`config.mk`:
```
export PLATFORM = sky130hd
export DESIGN_NAME = mult_div_unit
export DESIGN_NICKNAME = d
export VERILOG_FILES = /design/src/rtl/mult_div_unit.sv
export SDC_FILE = /design/constraint.sdc
export NUM_CORES = 1
export LEC_CHECK = 0
export BUFFER_PORTS_ARGS = -buffer_cell sky130_fd_sc_hd__clkbuf_2
export CORE_MARGIN = 10
export CORE_UTILIZATION = 35
export DETAILED_ROUTE_END_ITERATION = 12
export GPL_TIMING_DRIVEN = 0
export PLACE_DENSITY = 0.65
export SETUP_SLACK_MARGIN = 0.05
export SYNTH_ARGS = -nofsm -noshare
export SYNTH_HDL_FRONTEND = slang
export SYNTH_SLANG_ARGS = --single-unit
```
`constraint.sdc`:
```
create_clock -name clk -period 6.98 [get_ports clk]
set_clock_uncertainty 0.15 [all_clocks]
set_input_delay 1.047 -clock clk [delete_from_list [all_inputs] [get_ports clk]]
set_output_delay 1.047 -clock clk [all_outputs]
set_load 0.005 [all_outputs]
```
`src/rtl/mult_div_unit.sv`:
```
// mult_div_unit: iterative multiply/divide unit, one shift-add or restoring shift-subtract step per CALC cycle.
// Signed MULT/DIV support is compiled in only when MULT_DIV_SIGNED_EN is defined.
module mult_div_unit #(
    parameter int DATA_WIDTH = 32
) (
    input  logic                  clk,
    input  logic                  rst,
    input  logic                  start,
    input  logic [1:0]            op,
    input  logic [DATA_WIDTH-1:0] src_a,
    input  logic [DATA_WIDTH-1:0] src_b,
    output logic                  busy,
    output logic                  done,
    output logic [DATA_WIDTH-1:0] hi,
    output logic [DATA_WIDTH-1:0] lo
);
    localparam int W = DATA_WIDTH;
    localparam int CW = $clog2(W);

    typedef enum logic [1:0] {IDLE, CALC, FINISH} state_t;

    state_t          state, state_next;
    logic [CW-1:0]   cnt;
    logic            div_q, sgn_q, sgn_in;
    logic [W-1:0]    a_q, b_q, a_mag, b_mag;
    logic [2*W-1:0]  acc, acc_step;
    logic [W:0]      mul_sum, div_shift;
    logic            div_ge;
    logic [W-1:0]    div_rem, res_hi, res_lo;

    function automatic logic [W-1:0] mag(input logic [W-1:0] x, input logic s);
        mag = (s && x[W-1]) ? -x : x;
    endfunction

`ifdef MULT_DIV_SIGNED_EN
    assign sgn_in = op[0];
`else
    logic unused_op;
    assign sgn_in = 1'b0;
    assign unused_op = op[0];
`endif

    assign busy  = state != IDLE;
    assign a_mag = mag(a_q, sgn_q);
    assign b_mag = mag(b_q, sgn_q);

    // Multiply keeps {partial product, multiplier}; divide keeps {remainder, dividend/quotient}
    assign mul_sum   = {1'b0, acc[2*W-1:W]} + (acc[0] ? {1'b0, a_mag} : '0);
    assign div_shift = {acc[2*W-1:W], acc[W-1]};
    assign div_ge    = div_shift >= {1'b0, b_mag};
    assign div_rem   = div_ge ? div_shift[W-1:0] - b_mag : div_shift[W-1:0];
    assign acc_step  = div_q ? {div_rem, acc[W-2:0], div_ge} : {mul_sum, acc[W-1:1]};

    always_comb begin
        res_hi = acc[2*W-1:W];
        res_lo = acc[W-1:0];
`ifdef MULT_DIV_SIGNED_EN
        if (!div_q && sgn_q && (a_q[W-1] ^ b_q[W-1])) {res_hi, res_lo} = -acc;
        if (div_q && sgn_q && (a_q[W-1] ^ b_q[W-1])) res_lo = -acc[W-1:0];
        if (div_q && sgn_q && a_q[W-1]) res_hi = -acc[2*W-1:W];
`endif
        // Divide by zero returns the dividend untouched, regardless of signedness
        if (div_q && b_q == '0) begin
            res_hi = a_q;
            res_lo = '1;
        end
    end

    always_comb begin
        state_next = state;
        case (state)
            IDLE:    state_next = start ? CALC : IDLE;
            CALC:    state_next = (cnt == CW'(W - 1)) ? FINISH : CALC;
            default: state_next = IDLE;
        endcase
    end

    always_ff @(posedge clk or posedge rst) begin
        if (rst) begin
            state <= IDLE;
            cnt   <= '0;
            div_q <= 1'b0;
            sgn_q <= 1'b0;
            a_q   <= '0;
            b_q   <= '0;
            acc   <= '0;
            hi    <= '0;
            lo    <= '0;
            done  <= 1'b0;
        end else begin
            state <= state_next;
            done  <= 1'b0;
            case (state)
                IDLE: if (start) begin
                    cnt   <= '0;
                    div_q <= op[1];
                    sgn_q <= sgn_in;
                    a_q   <= src_a;
                    b_q   <= src_b;
                    acc   <= {{W{1'b0}}, op[1] ? mag(src_a, sgn_in) : mag(src_b, sgn_in)};
                end
                CALC: begin
                    acc <= acc_step;
                    cnt <= cnt + 1'b1;
                end
                default: begin
                    hi   <= res_hi;
                    lo   <= res_lo;
                    done <= 1'b1;
                end
            endcase
        end
    end
endmodule

```
# --- Word level (Yosys, flattened, before mapping) ---
# Index checks and enable logic that the tools add are counted.
# Widths: inputs -> output; s select.
totals:
  reg_bits: 201
  wordCells: 38
op_classes:
  order_cmp: 1
  muxes: 14
  n_eq_ne: 3
  n_addsub: 3
  n_reduce_logical: 8
op_table:
  columns: ["operator", "n"]
  rows:
  - ["$mux 32", 5]
  - ["$mux 64", 2]
  - ["$pmux 64 s2", 1]
  - ["$add 32x32->33", 1]
  - ["$ge 33x32->1", 1]
  - ["$logic_not 32->1", 1]
  - ["$sub 32x32->32", 1]
  - ["$pmux 5 s2", 1]
  - ["$add 5x1->5 const B", 1]
  - ["$eq 5x5->1 const B", 1]
  - ["$mux 5", 1]
  - ["$pmux 2 s2", 1]
  - ["$reduce_and 2->1", 2]
  - ["$reduce_bool 2->1", 2]
  - ["$eq 2x1->1 const B", 1]
  - ["$logic_not 2->1", 1]
  - ["$mux 1", 2]
  - ["$mux 2", 1]
  - ["$ne 2x2->1 const B", 1]
  - ["$reduce_or 2->1", 1]
  - ["$logic_and 1x1->1", 1]

# --- Depth between registers and ports, before layout ---
logic_depth:
  word_depth: 4
  depth_mapped: 14
  ltp_nobuf: 13

# --- Worst setup path before layout ---
# Ideal clock, no wire load.
synth_path:
  path_kind: "register to register"
  from: "reg acc[0]"
  to: "reg acc[61]"
  path_buffers: 1
  arrival_time_ps: 2791
  setup_time_ps: 120
  path_stages_with_launch: 13
  path_slack_ps: 3918
  path_cell_list: "dfrtp_1 clkbuf_1 nand2_1 fa_1 and2b_1 o21ai_2 a21oi_2 o211a_1 o31ai_2 o31a_1 nor4b_2 mux2i_1 o211a_1"
synth_between:
  elab_chain_cells: 4
synth_lines:
  columns: ["element", "line", "text"]
  rows:
  - ["start: declaration", "26", "logic [2*W-1:0] acc, acc_step;"]
  - ["start signal: assignment", "100", "acc <= {{W{1'b0}}, op[1] ? mag(src_a, sgn_in) : mag(src_b, sgn_in)};"]
  - ["start signal: assignment", "103", "acc <= acc_step;"]
  - ["$mux 32", "48", "assign mul_sum = {1'b0, acc[2*W-1:W]} + (acc[0] ? {1'b0, a_mag} : '0);"]
  - ["$add 32x32->33", "48", null]
  - ["$mux 64", "52", "assign acc_step = div_q ? {div_rem, acc[W-2:0], div_ge} : {mul_sum, acc[W-1:1]};"]
  - ["$pmux 64 s2", "93", "case (state)"]
# No other way between the ends.
# A chain may end at the register's enable or synchronous reset.

# --- Final worst setup path ---
layout_path:
  from: "reg acc[0]"
  to: "reg acc[62]"
# Same word-level chain as after synthesis.

==> impl_metrics.yaml <==
outcome:
  status: "complete, no violations"
power_and_ir_drop:
  switching_power_mw: 4.01
  pwr-share-clk: 0.161
  p_sw_frac: 0.470
  p_leak_nw: 6.81
  power_density_nw_per_um2: 564
  sequentialPowerShare: 0.252
  internal_power_mw: 4.52
  peakVddDrop_uv: 240
  power_frac_comb: 0.588
synthesis:
  yosysWarningCount: 0
  syn_nets: 1649
  yosys.area_share.simple: 0.174
  synth_edf_count: 0
  synth_top_family_by_area: "compound AO/OA/AOI/OAI gates"
  syn-cell-area_um2: 13000
  synth_fa_ha_area_frac: 0.0667
  syn_avg_cell_area_um2: 8.58
  synth-xor-area-share: 0.0358
  synthCells: 1512
  async_reset_ff_frac: 1.00
  synth-compound-area-share: 0.201
  ys_seq_elements: 201
  synth-seq-area-share: 0.388
  synthMuxAreaShare: 0.0924
  synthFlopType: "dfrtp_1"
  synth.distinct_cells: 73
drt:
  top_layer: "met4"
  ant_nets: 0
  met1Wirelength_um: 20300
  route.met2.wl_um: 21800
  drt_iter0_drc: 956
  finalWirelength_um: 46800
  wl_met3_um: 3090
  drc: 0
  vias_per_cell: 5.51
  dr.pass1.iters: 5
  routedWlPerCell_um: 21.7
  num_vias: 11888
die:
  start_util: 0.355
  dieArea_um2: 45200
  fp-row-count: 70
  core_area_um2: 36600
  io_pins: 135
  die_h_um: 213
  die_x_um: 213
cts:
  clkTransAtPathRegs_ps: 70
  cts.sink_count: 201
  postCtsHoldBufs: 0
  numCtsBuffers: 24
  clock-root-buffer: "clkbuf_16"
  clk_latency_ps: 530
  cts_setup_buffers: 0
  clockBufferDepth: 3
  cts_resized: 0
  htreeDepth: 1
  cts_tree: "built"
timing:
  hold_viol: 0
  slew_viol_final: 0
  post-route-min-period_ps: 4630
  whs_ps: 346
  setup_viol: 0
  rsz0062_at_grt: "false"
  post-route-period-util: 0.664
  timing.fmax_mhz: 216
  worst_pin_slew_ps: 1120
  max_slew_margin: 0.253
  setup_tns_ps: 0
critical_path:
  crit_type: "flop to flop"
  crit_fanout: 10
  regToRegStartpoint: "acc[0]"
  cp.required_ps: 7200
  critical_path_arrival_ps: 4860
  rrSetupSlack_ps: 2350
  r2r_end: "acc[62]"
  ff2ff_path_depth: 13
  critPathCaptureType: "flop"
  setup.worst_path.start_class: "flop"
final_layout:
  final-seq-area_um2: 5030
  multi_input_comb_area_um2: 7390
  stdcell_count: 2156
  drive_gt1_frac: 0.124
  final_common_cell: "nand2_1"
  post-route-util: 0.413
  area_growth_pct: 16.4
  final_cell_mix: "243 x nand2_1, 201 x dfrtp_1, 137 x nor2_1"
  final_nets: 1808
  fillerInstances: 3732
global_routing:
  grt_pass1_wl_um: 71900
  grt_pass1_vias: 12219
  track_usage: 0.205
  overflow: 0
  grt_max_degree: 111
  antenna_found_initial: 1
min_path:
  hold_depth: 2
  hold_start: "a_q[28]"
  hold_end: "a_q[28]"
  hp-class: "flop to flop"
place:
  place.gp.congestion: 0.964
  dpl.hpwl_um: 36500
  portBuffers: 132
  dp_cells: 2113
run:
  cap_violations: 0
## critical path, cell delays in order (launching register included)
cell	delay (ps)
dfrtp_1	560
clkbuf_1	740
nand2_1	220
inv_1	100
ha_1	240
a211oi_1	270
o21ai_1	220
o21ai_0	460
a21oi_1	270
a31oi_1	310
o21ai_1	260
a211oi_1	340
xor2_1	180
o221ai_1	140
## worst max-delay path by stage
stage	startpoint	end	slack, ps	depth (start not counted)
finish	acc[0]	acc[62]	2350	13
global route	acc[0]	acc[62]	2010	13
CTS	acc[0]	acc[62]	2570	13
detailed placement	acc[0]	acc[62]	2580	13
global placement	rst	a_q[19]	-2100	2
floorplan	rst	a_q[0]	300	1
## synthesized netlist by cell type (all sizes together), types with 2 or more instances
cell type | n | area [um2]
nand2 | 244 | 923
dfrtp | 201 | 5030
nor2 | 137 | 514
a21oi | 135 | 687
o21ai | 130 | 658
mux2i | 116 | 1160
clkbuf | 71 | 267
ha | 66 | 826
inv | 46 | 173
o211ai | 41 | 308
and2 | 39 | 244
xnor2 | 36 | 315
a21o | 27 | 203
nand3 | 21 | 105
buf | 19 | 116
nand4 | 17 | 106
xor2 | 17 | 149
a211oi | 14 | 120
a22oi | 11 | 82.6
a31oi | 10 | 62.6
and3 | 10 | 62.6
nor3 | 10 | 55.1
nor4 | 9 | 56.3
o21a | 8 | 61.3
o21bai | 8 | 63.8
nor2b | 7 | 43.8
o221ai | 6 | 52.6
a221oi | 5 | 50.0
nand2b | 5 | 31.3
o31ai | 4 | 35.0
and4 | 3 | 26.3
mux2 | 3 | 37.5
o211a | 3 | 37.5
o31a | 3 | 26.3
or3 | 3 | 18.8
a2111oi | 2 | 23.8
a21boi | 2 | 15.0
a221o | 2 | 20.0
a31o | 2 | 17.5
fa | 2 | 40.0
nor4b | 2 | 23.8
or2 | 2 | 12.5
## power groups by stage
stage,logic (mW),registers [mW],clock network [mW]
after global routing,5.57,2.21,1.44
after global placement,4.90,2.14,0
after floorplan,3.66,1.98,0
final,5.01,2.15,1.37
after CTS,4.97,2.14,1.39
after detailed placement,4.93,2.16,0
## layer usage
metal,GRT usage,up-vias
met1,0.259,5774
met5,0,-
li1,-,5662
met4,0.0741,0
met2,0.337,360
met3,0.0429,92
## cell type report
class / count / area share
well taps: 468 / 0.0388
multi-input cells: 1175 / 0.489
flip-flops and latches: 201 / 0.333
clock buffers: 33 / 0.0460
plain buffers: 90 / 0.0253
diodes: 1 / 0.000166
repair buffers: 133 / 0.0455
clock inverters: 9 / 0.0101
inverters: 46 / 0.0119
## per-stage QoR
| step | setup WS, ps | area [um2] | total power [mW] |
|---|---|---|---|
| after floorplan | 301 | 13000 | 5.65 |
| after global placement | -2100 | 14200 | 7.04 |
| after detailed placement | 2580 | 14300 | 7.09 |
| after CTS | 2570 | 15100 | 8.49 |
| after global routing | 2010 | 15100 | 9.22 |
| final | 2350 | 15100 | 8.53 |
## sequential cells by signal (all words and copies together), names as in the netlist
name / cells
div_q: 1
done: 1
hi: 32
lo: 32
a_q: 32
acc: 64
state: 2
b_q: 32
cnt: 5
## kinds of logic after synthesis
| logic type | count (synthesis) |
|---|---|
| and+or+nand+nor | 513 |
| adders and majority gates | 68 |
| buffers and inverters | 136 |
| AOI/OAI and AO/OA | 422 |
| xor gates and xnor gates | 53 |
| DFF | 201 |
| muxes | 119 |
Note: power is estimated with default switching activity, not from simulation.
